[config.mk]
export PLATFORM = sky130hd
export DESIGN_NAME = run_monitor
export DESIGN_NICKNAME = d
export VERILOG_FILES = /design/src/rtl/run_monitor.sv
export SDC_FILE = /design/constraint.sdc
export NUM_CORES = 1
export LEC_CHECK = 0
export CAP_MARGIN = 20
export CORE_MARGIN = 10
export CORE_UTILIZATION = 47
export DETAILED_ROUTE_END_ITERATION = 8
export PLACE_DENSITY_LB_ADDON = 0.12
export SETUP_SLACK_MARGIN = 0.4
export SLEW_MARGIN = 10
export SYNTH_ARGS = -nofsm -noshare
export SYNTH_HDL_FRONTEND = slang
export SYNTH_SLANG_ARGS = --single-unit
[constraint.sdc]
create_clock -name clk -period 2.33 [get_ports clk]
set_input_delay 0.5825 -clock clk [delete_from_list [all_inputs] [get_ports clk]]
set_output_delay 0.5825 -clock clk [all_outputs]
set_load 0.05 [all_outputs]
[src/rtl/run_monitor.sv]
// Passive run monitor: counts RUN cycles, detects halt (PC stuck) or timeout, and captures watched register writes.
// Optional per-channel write counters are built when RUN_MONITOR_WRCNT_EN is defined.
module run_monitor #(
    parameter int                            PC_W        = 32,
    parameter int                            DATA_W      = 32,
    parameter int                            ADDR_W      = 5,
    parameter int                            NUM_WATCH   = 2,
    parameter logic [NUM_WATCH*ADDR_W-1:0]   WATCH_LIST  = {5'd21, 5'd22},
    parameter int                            STALL_LIMIT = 4,
    parameter int                            CNT_W       = 32,
    parameter int                            TIMEOUT     = 65535
) (
    input  logic                          clk,
    input  logic                          reset,
    input  logic                          start,
    input  logic                          clear,
    input  logic [PC_W-1:0]               prgmc,
    input  logic                          rf_we,
    input  logic [ADDR_W-1:0]             rf_waddr,
    input  logic [DATA_W-1:0]             rf_wdata,
    output logic                          busy,
    output logic                          done,
    output logic                          timeout,
    output logic [CNT_W-1:0]              cycles,
    output logic [NUM_WATCH*DATA_W-1:0]   result,
    output logic [NUM_WATCH-1:0]          wr_seen,
    output logic [NUM_WATCH*8-1:0]        wr_count
);

    typedef enum logic [1:0] {
        ST_IDLE   = 2'd0,
        ST_RUN    = 2'd1,
        ST_HALTED = 2'd2,
        ST_TMO    = 2'd3
    } state_t;

    localparam int                 STALL_W    = $clog2(STALL_LIMIT + 1);
    localparam logic [STALL_W-1:0] STALL_LAST = STALL_W'(STALL_LIMIT - 2);
    localparam logic [CNT_W-1:0]   CYC_LAST   = CNT_W'(TIMEOUT - 1);

    state_t                        state_r;
    state_t                        state_s;
    logic                          busy_r;
    logic                          done_r;
    logic                          timeout_r;
    logic [PC_W-1:0]               pc_prev_r;
    logic [STALL_W-1:0]            stall_cnt_r;
    logic [CNT_W-1:0]              cycles_r;
    logic [NUM_WATCH*DATA_W-1:0]   result_r;
    logic [NUM_WATCH-1:0]          wr_seen_r;
    logic [NUM_WATCH-1:0]          hit_s;
    logic                          pc_same_s;
    logic                          halt_s;
    logic                          tmo_s;
    logic                          start_run_s;
    logic                          run_s;

    assign busy    = busy_r;
    assign done    = done_r;
    assign timeout = timeout_r;
    assign cycles  = cycles_r;
    assign result  = result_r;
    assign wr_seen = wr_seen_r;

    // Run qualifiers; clear overrides everything, including the run-time updates on its edge.
    always_comb begin
        pc_same_s   = (prgmc == pc_prev_r);
        halt_s      = pc_same_s && (stall_cnt_r == STALL_LAST);
        tmo_s       = (cycles_r == CYC_LAST);
        start_run_s = (state_r == ST_IDLE) && start && !clear;
        run_s       = (state_r == ST_RUN) && !clear;
    end

    // Per-channel address match against the watch list (duplicates match independently).
    always_comb begin
        hit_s = '0;
        for (int k = 0; k < NUM_WATCH; k++) begin
            hit_s[k] = rf_we && (rf_waddr == WATCH_LIST[k*ADDR_W +: ADDR_W]);
        end
    end

    // Next-state logic; halt takes priority over timeout on the same edge.
    always_comb begin
        state_s = state_r;
        if (clear) begin
            state_s = ST_IDLE;
        end else begin
            case (state_r)
                ST_IDLE: begin
                    if (start) begin
                        state_s = ST_RUN;
                    end else begin
                        state_s = ST_IDLE;
                    end
                end
                ST_RUN: begin
                    if (halt_s) begin
                        state_s = ST_HALTED;
                    end else if (tmo_s) begin
                        state_s = ST_TMO;
                    end else begin
                        state_s = ST_RUN;
                    end
                end
                ST_HALTED: state_s = ST_HALTED;
                ST_TMO:    state_s = ST_TMO;
                default:   state_s = ST_IDLE;
            endcase
        end
    end

    // State register with registered status decodes of the next state.
    always_ff @(posedge clk or negedge reset) begin
        if (!reset) begin
            state_r   <= ST_IDLE;
            busy_r    <= 1'b0;
            done_r    <= 1'b0;
            timeout_r <= 1'b0;
        end else begin
            state_r   <= state_s;
            busy_r    <= (state_s == ST_RUN);
            done_r    <= (state_s == ST_HALTED);
            timeout_r <= (state_s == ST_TMO);
        end
    end

    // Cycle counter and PC stall tracker.
    always_ff @(posedge clk or negedge reset) begin
        if (!reset) begin
            cycles_r    <= '0;
            pc_prev_r   <= '0;
            stall_cnt_r <= '0;
        end else if (start_run_s) begin
            cycles_r    <= '0;
            pc_prev_r   <= prgmc;
            stall_cnt_r <= '0;
        end else if (run_s) begin
            cycles_r  <= cycles_r + CNT_W'(1);
            pc_prev_r <= prgmc;
            if (pc_same_s) begin
                stall_cnt_r <= stall_cnt_r + STALL_W'(1);
            end else begin
                stall_cnt_r <= '0;
            end
        end
    end

    // Watch-channel capture; values persist after the run until the next start.
    always_ff @(posedge clk or negedge reset) begin
        if (!reset) begin
            result_r  <= '0;
            wr_seen_r <= '0;
        end else if (start_run_s) begin
            result_r  <= '0;
            wr_seen_r <= '0;
        end else if (run_s) begin
            for (int k = 0; k < NUM_WATCH; k++) begin
                if (hit_s[k]) begin
                    result_r[k*DATA_W +: DATA_W] <= rf_wdata;
                    wr_seen_r[k]                 <= 1'b1;
                end
            end
        end
    end

`ifdef RUN_MONITOR_WRCNT_EN
    function automatic logic [7:0] sat_inc8(input logic [7:0] v);
        if (v == 8'd255) begin
            sat_inc8 = 8'd255;
        end else begin
            sat_inc8 = v + 8'd1;
        end
    endfunction

    logic [NUM_WATCH*8-1:0] wr_count_r;
    assign wr_count = wr_count_r;

    // Saturating per-channel write counters.
    always_ff @(posedge clk or negedge reset) begin
        if (!reset) begin
            wr_count_r <= '0;
        end else if (start_run_s) begin
            wr_count_r <= '0;
        end else if (run_s) begin
            for (int k = 0; k < NUM_WATCH; k++) begin
                if (hit_s[k]) begin
                    wr_count_r[k*8 +: 8] <= sat_inc8(wr_count_r[k*8 +: 8]);
                end
            end
        end
    end
`else
    assign wr_count = '0;
`endif

endmodule
### Word-level counts from Yosys, hierarchy flattened

Index checks and enable logic that the tools add are counted.

| storage, ports and cells | value |
|---|---|
| register bits | 138 |
| input port bits | 74 |
| output and inout bits | 117 |
| word-level logic and storage cells | 57 |

| operators by class | value |
|---|---|
| multiplexer cells | 20 |
| reductions and logical operators | 13 |
| equal/unequal tests | 11 |
| $add $sub $neg | 2 |

Operators by type and width:

| kind | count |
|---|---|
| $mux 32 | 6 |
| $mux 64 | 2 |
| $add 32x1->32 const B | 1 |
| $eq 32x16->1 const B | 1 |
| $eq 32x32->1 | 1 |
| $eq 5x5->1 const B | 2 |
| $mux 2 | 5 |
| $mux 3 | 3 |
| $eq 2x2->1 const B | 4 |
| $pmux 2 s4 | 1 |
| $logic_and 1x1->1 | 6 |
| $reduce_bool 2->1 | 3 |
| $eq 2x1->1 const B | 2 |
| $reduce_and 2->1 | 2 |
| $add 3x1->3 const B | 1 |
| $eq 3x2->1 const B | 1 |
| $mux 1 | 3 |
| $logic_not 2->1 | 1 |
| $logic_not 1->1 | 1 |

### Logic depth before layout (Yosys ltp)

| depth | value |
|---|---|
| word-level depth | 6 |
| gate-level depth with buffers | 8 |
| mapped depth without buffers | 7 |

### Worst setup path before layout

OpenSTA, ideal clock, no wires.

| timing | value |
|---|---|
| path type | input-to-reg |
| start | input clear |
| end | register cycles_r[31] (netlist: cycles[31]) |
| stages on the path | 7 |
| setup time | 78 ps |
| data required time | 2252 ps |
| setup slack | 55 ps |
| arrival time | 2197 ps |
| buffers on the path | 2 |
| path through | buf_4 > or3b_1 > buf_6 > nor4_4 > nand3_2 > or4_1 > a21oi_1 |

| between the ends | value |
|---|---|
| longest elaborated chain between the ends | 3 |
| elaborated cells between the ends (all ways) | 5 |
| those cells by class | 1 x mux; 4 x reduce/logical |

Ends and longest elaborated chain:

| item | line | RTL |
|---|---|---|
| start: declaration | 16 | `input logic clear,` |
| $logic_not 1->1 * | 70, 71 |  |
| $logic_and 1x1->1, on equally long branches | 70, 71 |  |
| $mux 32 / $reduce_bool 2->1 (equally long branches) | -- |  |
| end signal: assignment | 138 | `cycles_r <= cycles_r + CNT_W'(1);` |
| end: declaration | 48 | `logic [CNT_W-1:0] cycles_r;` |

Mark *: on every way between the ends. The rest lies on a longest branch, timed or not.
A chain may end at the register's enable or synchronous reset.

### Final worst setup path

| timing | value |
|---|---|
| start | input prgmc[31] |
| end | register state_r[1] |

| between the ends | value |
|---|---|
| longest elaborated chain between the ends | 5 |

Ends and longest elaborated chain:

| item | line | RTL |
|---|---|---|
| start: declaration | 17 | `input logic [PC_W-1:0] prgmc,` |
| $eq 32x32->1 | 67 | `pc_same_s = (prgmc == pc_prev_r);` |
| $logic_and 1x1->1 | 68 | `halt_s = pc_same_s && (stall_cnt_r == STALL_LAST);` |
| $mux 2 | 97 | `if (halt_s) begin` |
| $pmux 2 s4 | 88 | `case (state_r)` |
| $mux 2 | 85 | `if (clear) begin` |
| named net state_s[1] | 42 | `state_t state_s;` |
| end signal: assignment | 120 | `state_r <= state_s;` |
| end: declaration | 41 | `state_t state_r;` |

The timed path passes the listed nets, and every way through them passes these cells.

==> flow_metrics.env <==
export IMPL_status="finished clean"
export IMPL_grt_pass1_vias=5735
export IMPL_antenna_cells=0
export IMPL_reg2reg_to="state_r[1]$_DFF_PN0_"
export IMPL_place_congestion=0.833
export IMPL_p_sw_w=0.00153
export IMPL_clkSinkCount=138
export IMPL_wirelength_um=19600
export IMPL_antenna_found_initial=0
export IMPL_synthFlopType="dfrtp_1"
export IMPL_io_pin_count=191
export IMPL_cts_buffer_depth=2
export IMPL_p_int_w=0.00475
export IMPL_dieHeight_um=136
export IMPL_rsz0062_at_grt="yes"
export IMPL_via_count=5507
export IMPL_switching_share=0.244
export IMPL_stdcell_area_um2=9730
export IMPL_clkPwrFrac=0.453
export IMPL_setup_viol=0
export IMPL_synth_edff_count=0
export IMPL_grt_start_max_net_pins=58
export IMPL_syn_area_per_cell_um2=10.1
export IMPL_cp_max_fo=5
export IMPL_muxShareOfSynthArea=0.0582
export IMPL_drv_cap=0
export IMPL_grt_total_usage=0.200
export IMPL_ys_async_sr_fraction=1.00
export IMPL_crit_type="in -> reg"
export IMPL_postSynthCellCount=633
export IMPL_worstMarginPinSlew_ns=0.550
export IMPL_synthAdderAreaFrac=0.00787
export IMPL_synth_seq_cells=138
export IMPL_hold_viol=0
export IMPL_root_buffer="clkbuf_16"
export IMPL_vias_per_cell=5.34
export IMPL_ant_nets=0
export IMPL_die_area_um2=18600
export IMPL_end_kind="flop"
export IMPL_synth_compound_area_frac=0.0704
export IMPL_ys_warnings_count=0
export IMPL_insertion_delay_ns=0.42
export IMPL_h_tree_depth=4
export IMPL_rows=42
export IMPL_detailed_place_area_um2=8520
export IMPL_leakage_nw=4.45
export IMPL_cp_data_arrival_time_ns=2.31
export IMPL_initial_core_util=0.480
export IMPL_pwr_share_comb=0.128
export IMPL_slew_viol_final=0
export IMPL_synth_simple_area_share=0.194
export IMPL_slew_headroom=0.634
export IMPL_synthDistinctLibCells=47
export IMPL_synth_top_family_by_area="simple AND/OR/NAND/NOR gates"
export IMPL_final_util=0.735
export IMPL_start_kind="input pin"
export IMPL_multi_input_area_um2=3130
export IMPL_synth_seq_area_share=0.543
export IMPL_max_freq_ghz=0.501
export IMPL_cts_hold_buffers=0
export IMPL_final_cells=1032
export IMPL_ir_drop_v=0.000502
export IMPL_layout_drive_gt1_share=0.300
export IMPL_areaGrowthSynthToFinish_pct=52.9
export IMPL_die_w_um=136
export IMPL_period_needed_ns=2.00
export IMPL_regArea_um2=3480
export IMPL_drc=0
export IMPL_nFillCells=966
export IMPL_min_period_over_period=0.857
export IMPL_first_iter_violations=336
export IMPL_r2r_setup_slack_ns=0.35
export IMPL_nets=921
export IMPL_clk_pin_slew_ns=0.06
export IMPL_power_density_nw_per_um2=646
export IMPL_dp_cells=978
export IMPL_core_area_um2=13200
export IMPL_cts_tree="yes"
export IMPL_r2r_cells=6
export IMPL_synth_xor_area_share=0.0785
export IMPL_hp_class="in -> async"
export IMPL_fin_skew_ns=0.00672
export IMPL_r2r_start="pc_prev_r[31]$_DFFE_PN0P_"
export IMPL_wl_per_cell_um=19.0
export IMPL_netlist_area_um2=6360
export IMPL_io_buffers=174
export IMPL_cts_buffers_inserted=17
export IMPL_dr_pass1_iters=5
export IMPL_grt_pass1_wl_um=29400
export IMPL_p_seq_frac=0.420
export IMPL_grt_overflow=0
export IMPL_crit_required_ns=2.64
export IMPL_dp_hpwl_um=13000
==> logic make-up after synthesis <==
| logic type | count (synthesis) |
|---|---|
| simple gates | 256 |
| xor+xnor | 57 |
| other cells | 1 |
| compound gates | 85 |
| buf+inv | 59 |
| fa+ha+maj | 4 |
| mux | 33 |
| flops | 138 |
==> stage by stage <==
stage          hold slack (ns)  setup TNS [ns]  setup slack, ns  power [W]
6_report                 0.138               0            0.333    0.00628
3_5_place_dp             0.462          -16.25           -0.256    0.00345
2_1_floorplan            0.287               0            0.166    0.00313
3_3_place_gp             0.455          -10.52           -0.180    0.00342
5_1_grt                  0.159               0            0.247    0.00649
4_1_cts                  0.147               0            0.275    0.00628
==> what timing repair did <==
action,4_1_cts,5_1_grt
resized for setup,220,129
setup buffers,14,2
endpoints found under the setup margin,230,110
cloned,5,1
pin swaps,22,72
==> layout by cell type, fill, tap and decap left out, types with 3 or more instances in the layout <==
| cell | synthesis | final |
|---|---|---|
| xor2_1 | 18 | 18 |
| nor3b_4 | 1 | 3 |
| clkdlybuf4s15_1 | 0 | 31 |
| buf_6 | 1 | 8 |
| conb_1 | 1 | 16 |
| mux2_2 | 32 | 32 |
| clkbuf_2 | 0 | 8 |
| nand2_2 | 0 | 10 |
| o21ai_0 | 6 | 6 |
| nand2_1 | 142 | 109 |
| clkbuf_16 | 0 | 18 |
| inv_1 | 9 | 9 |
| or3_1 | 5 | 5 |
| buf_12 | 0 | 7 |
| dfrtp_2 | 0 | 19 |
| bufinv_16 | 0 | 4 |
| buf_16 | 0 | 3 |
| clkdlybuf4s50_1 | 0 | 37 |
| nand3_1 | 13 | 11 |
| xnor2_1 | 39 | 39 |
| nand2_4 | 0 | 23 |
| and2_1 | 4 | 4 |
| or3b_4 | 0 | 5 |
| nand4_1 | 22 | 22 |
| nor2_1 | 34 | 31 |
| ha_1 | 4 | 3 |
| clkdlybuf4s15_2 | 0 | 25 |
| clkinv_2 | 0 | 6 |
| and4_1 | 3 | 3 |
| a21oi_1 | 72 | 46 |
| dlygate4sd2_1 | 0 | 70 |
| a21oi_2 | 0 | 26 |
| and3_1 | 4 | 3 |
| nand3_2 | 1 | 3 |
| dfrtp_1 | 138 | 119 |
| buf_4 | 17 | 29 |
| buf_8 | 0 | 3 |
==> power groups by stage <==
stage          logic, W  registers (W)  clock network [W]
2_1_floorplan  0.000420        0.00271                  0
3_3_place_gp   0.000757        0.00267                  0
3_5_place_dp   0.000776        0.00268                  0
4_1_cts        0.000781        0.00263            0.00287
5_1_grt        0.000865        0.00265            0.00297
6_report       0.000802        0.00263            0.00284
==> cell usage after synthesis, types with 2 or more instances <==
master,number,area (um2)
inv_1,9,33.8
buf_4,17,128
buf_2,10,50.1
nor2_1,34,128
nor4b_1,3,26.3
buf_1,2,7.51
nand3_1,13,65.1
xnor2_1,39,342
a21oi_1,72,360
mux2_2,32,360
or2_2,2,12.5
or3b_1,2,17.5
nand2_1,142,533
xor2_1,18,158
or4_1,2,15.0
dfrtp_1,138,3450
or3_1,5,31.3
nand4_1,22,138
nor4_1,4,25.0
and4_1,3,26.3
nor3_1,2,10.0
clkbuf_1,20,75.1
nor3b_2,2,25.0
ha_1,4,50.1
nor2b_1,3,18.8
and3_1,4,25.0
o21ai_0,6,30.0
and2_1,4,25.0
==> sequential cells by signal (all words and copies together), names as in the netlist <==
| register | flops |
|---|---|
| busy | 1 |
| done | 1 |
| result | 64 |
| stall_cnt_r | 3 |
| state_r | 2 |
| timeout | 1 |
| wr_seen | 2 |
| cycles | 32 |
| pc_prev_r | 32 |
==> cell type report <==
type / instances / share of cell area
clock buffer: 19 / 0.0466
clock inverter: 13 / 0.0179
inverter: 9 / 0.00347
multi-input combinational: 453 / 0.322
sequential: 138 / 0.357
tap: 176 / 0.0226
timing repair buffer: 224 / 0.230
==> critical path, stage by stage <==
cell	delay, ns
clkdlybuf4s15_1	0.23
xnor2_1	0.22
nand4_1	0.17
nor4_2	0.34
buf_4	0.17
nand4b_1	0.24
a311oi_2	0.35
==> worst max-delay path by stage <==
stage / start / endpoint / slack [ns] / cells after the start
finish: prgmc[31] / state_r[1]$_DFF_PN0_ / 0.33 / 7
detailed placement: clear / cycles[31]$_DFFE_PN0P_ / -0.26 / 6
global placement: clear / cycles[19]$_DFFE_PN0P_ / -0.18 / 7
floorplan: clear / result[33]$_DFFE_PN0P_ / 0.17 / 8
CTS: cycles[20]$_DFFE_PN0P_ / cycles[20] / 0.28 / 1
global route: state_r[1]$_DFF_PN0_ / result[42]$_DFFE_PN0P_ / 0.25 / 8
==> metal layers <==
layer | vias to the layer above | wire length, um | global-route usage
li1 | 2534 | - | -
met1 | 2716 | 7660 | 0.225
met2 | 222 | 10100 | 0.351
met3 | 35 | 1440 | 0.0583
met4 | 0 | 466 | 0.0763
met5 | - | 0 | 0
Power figures use the tool's default switching activity.
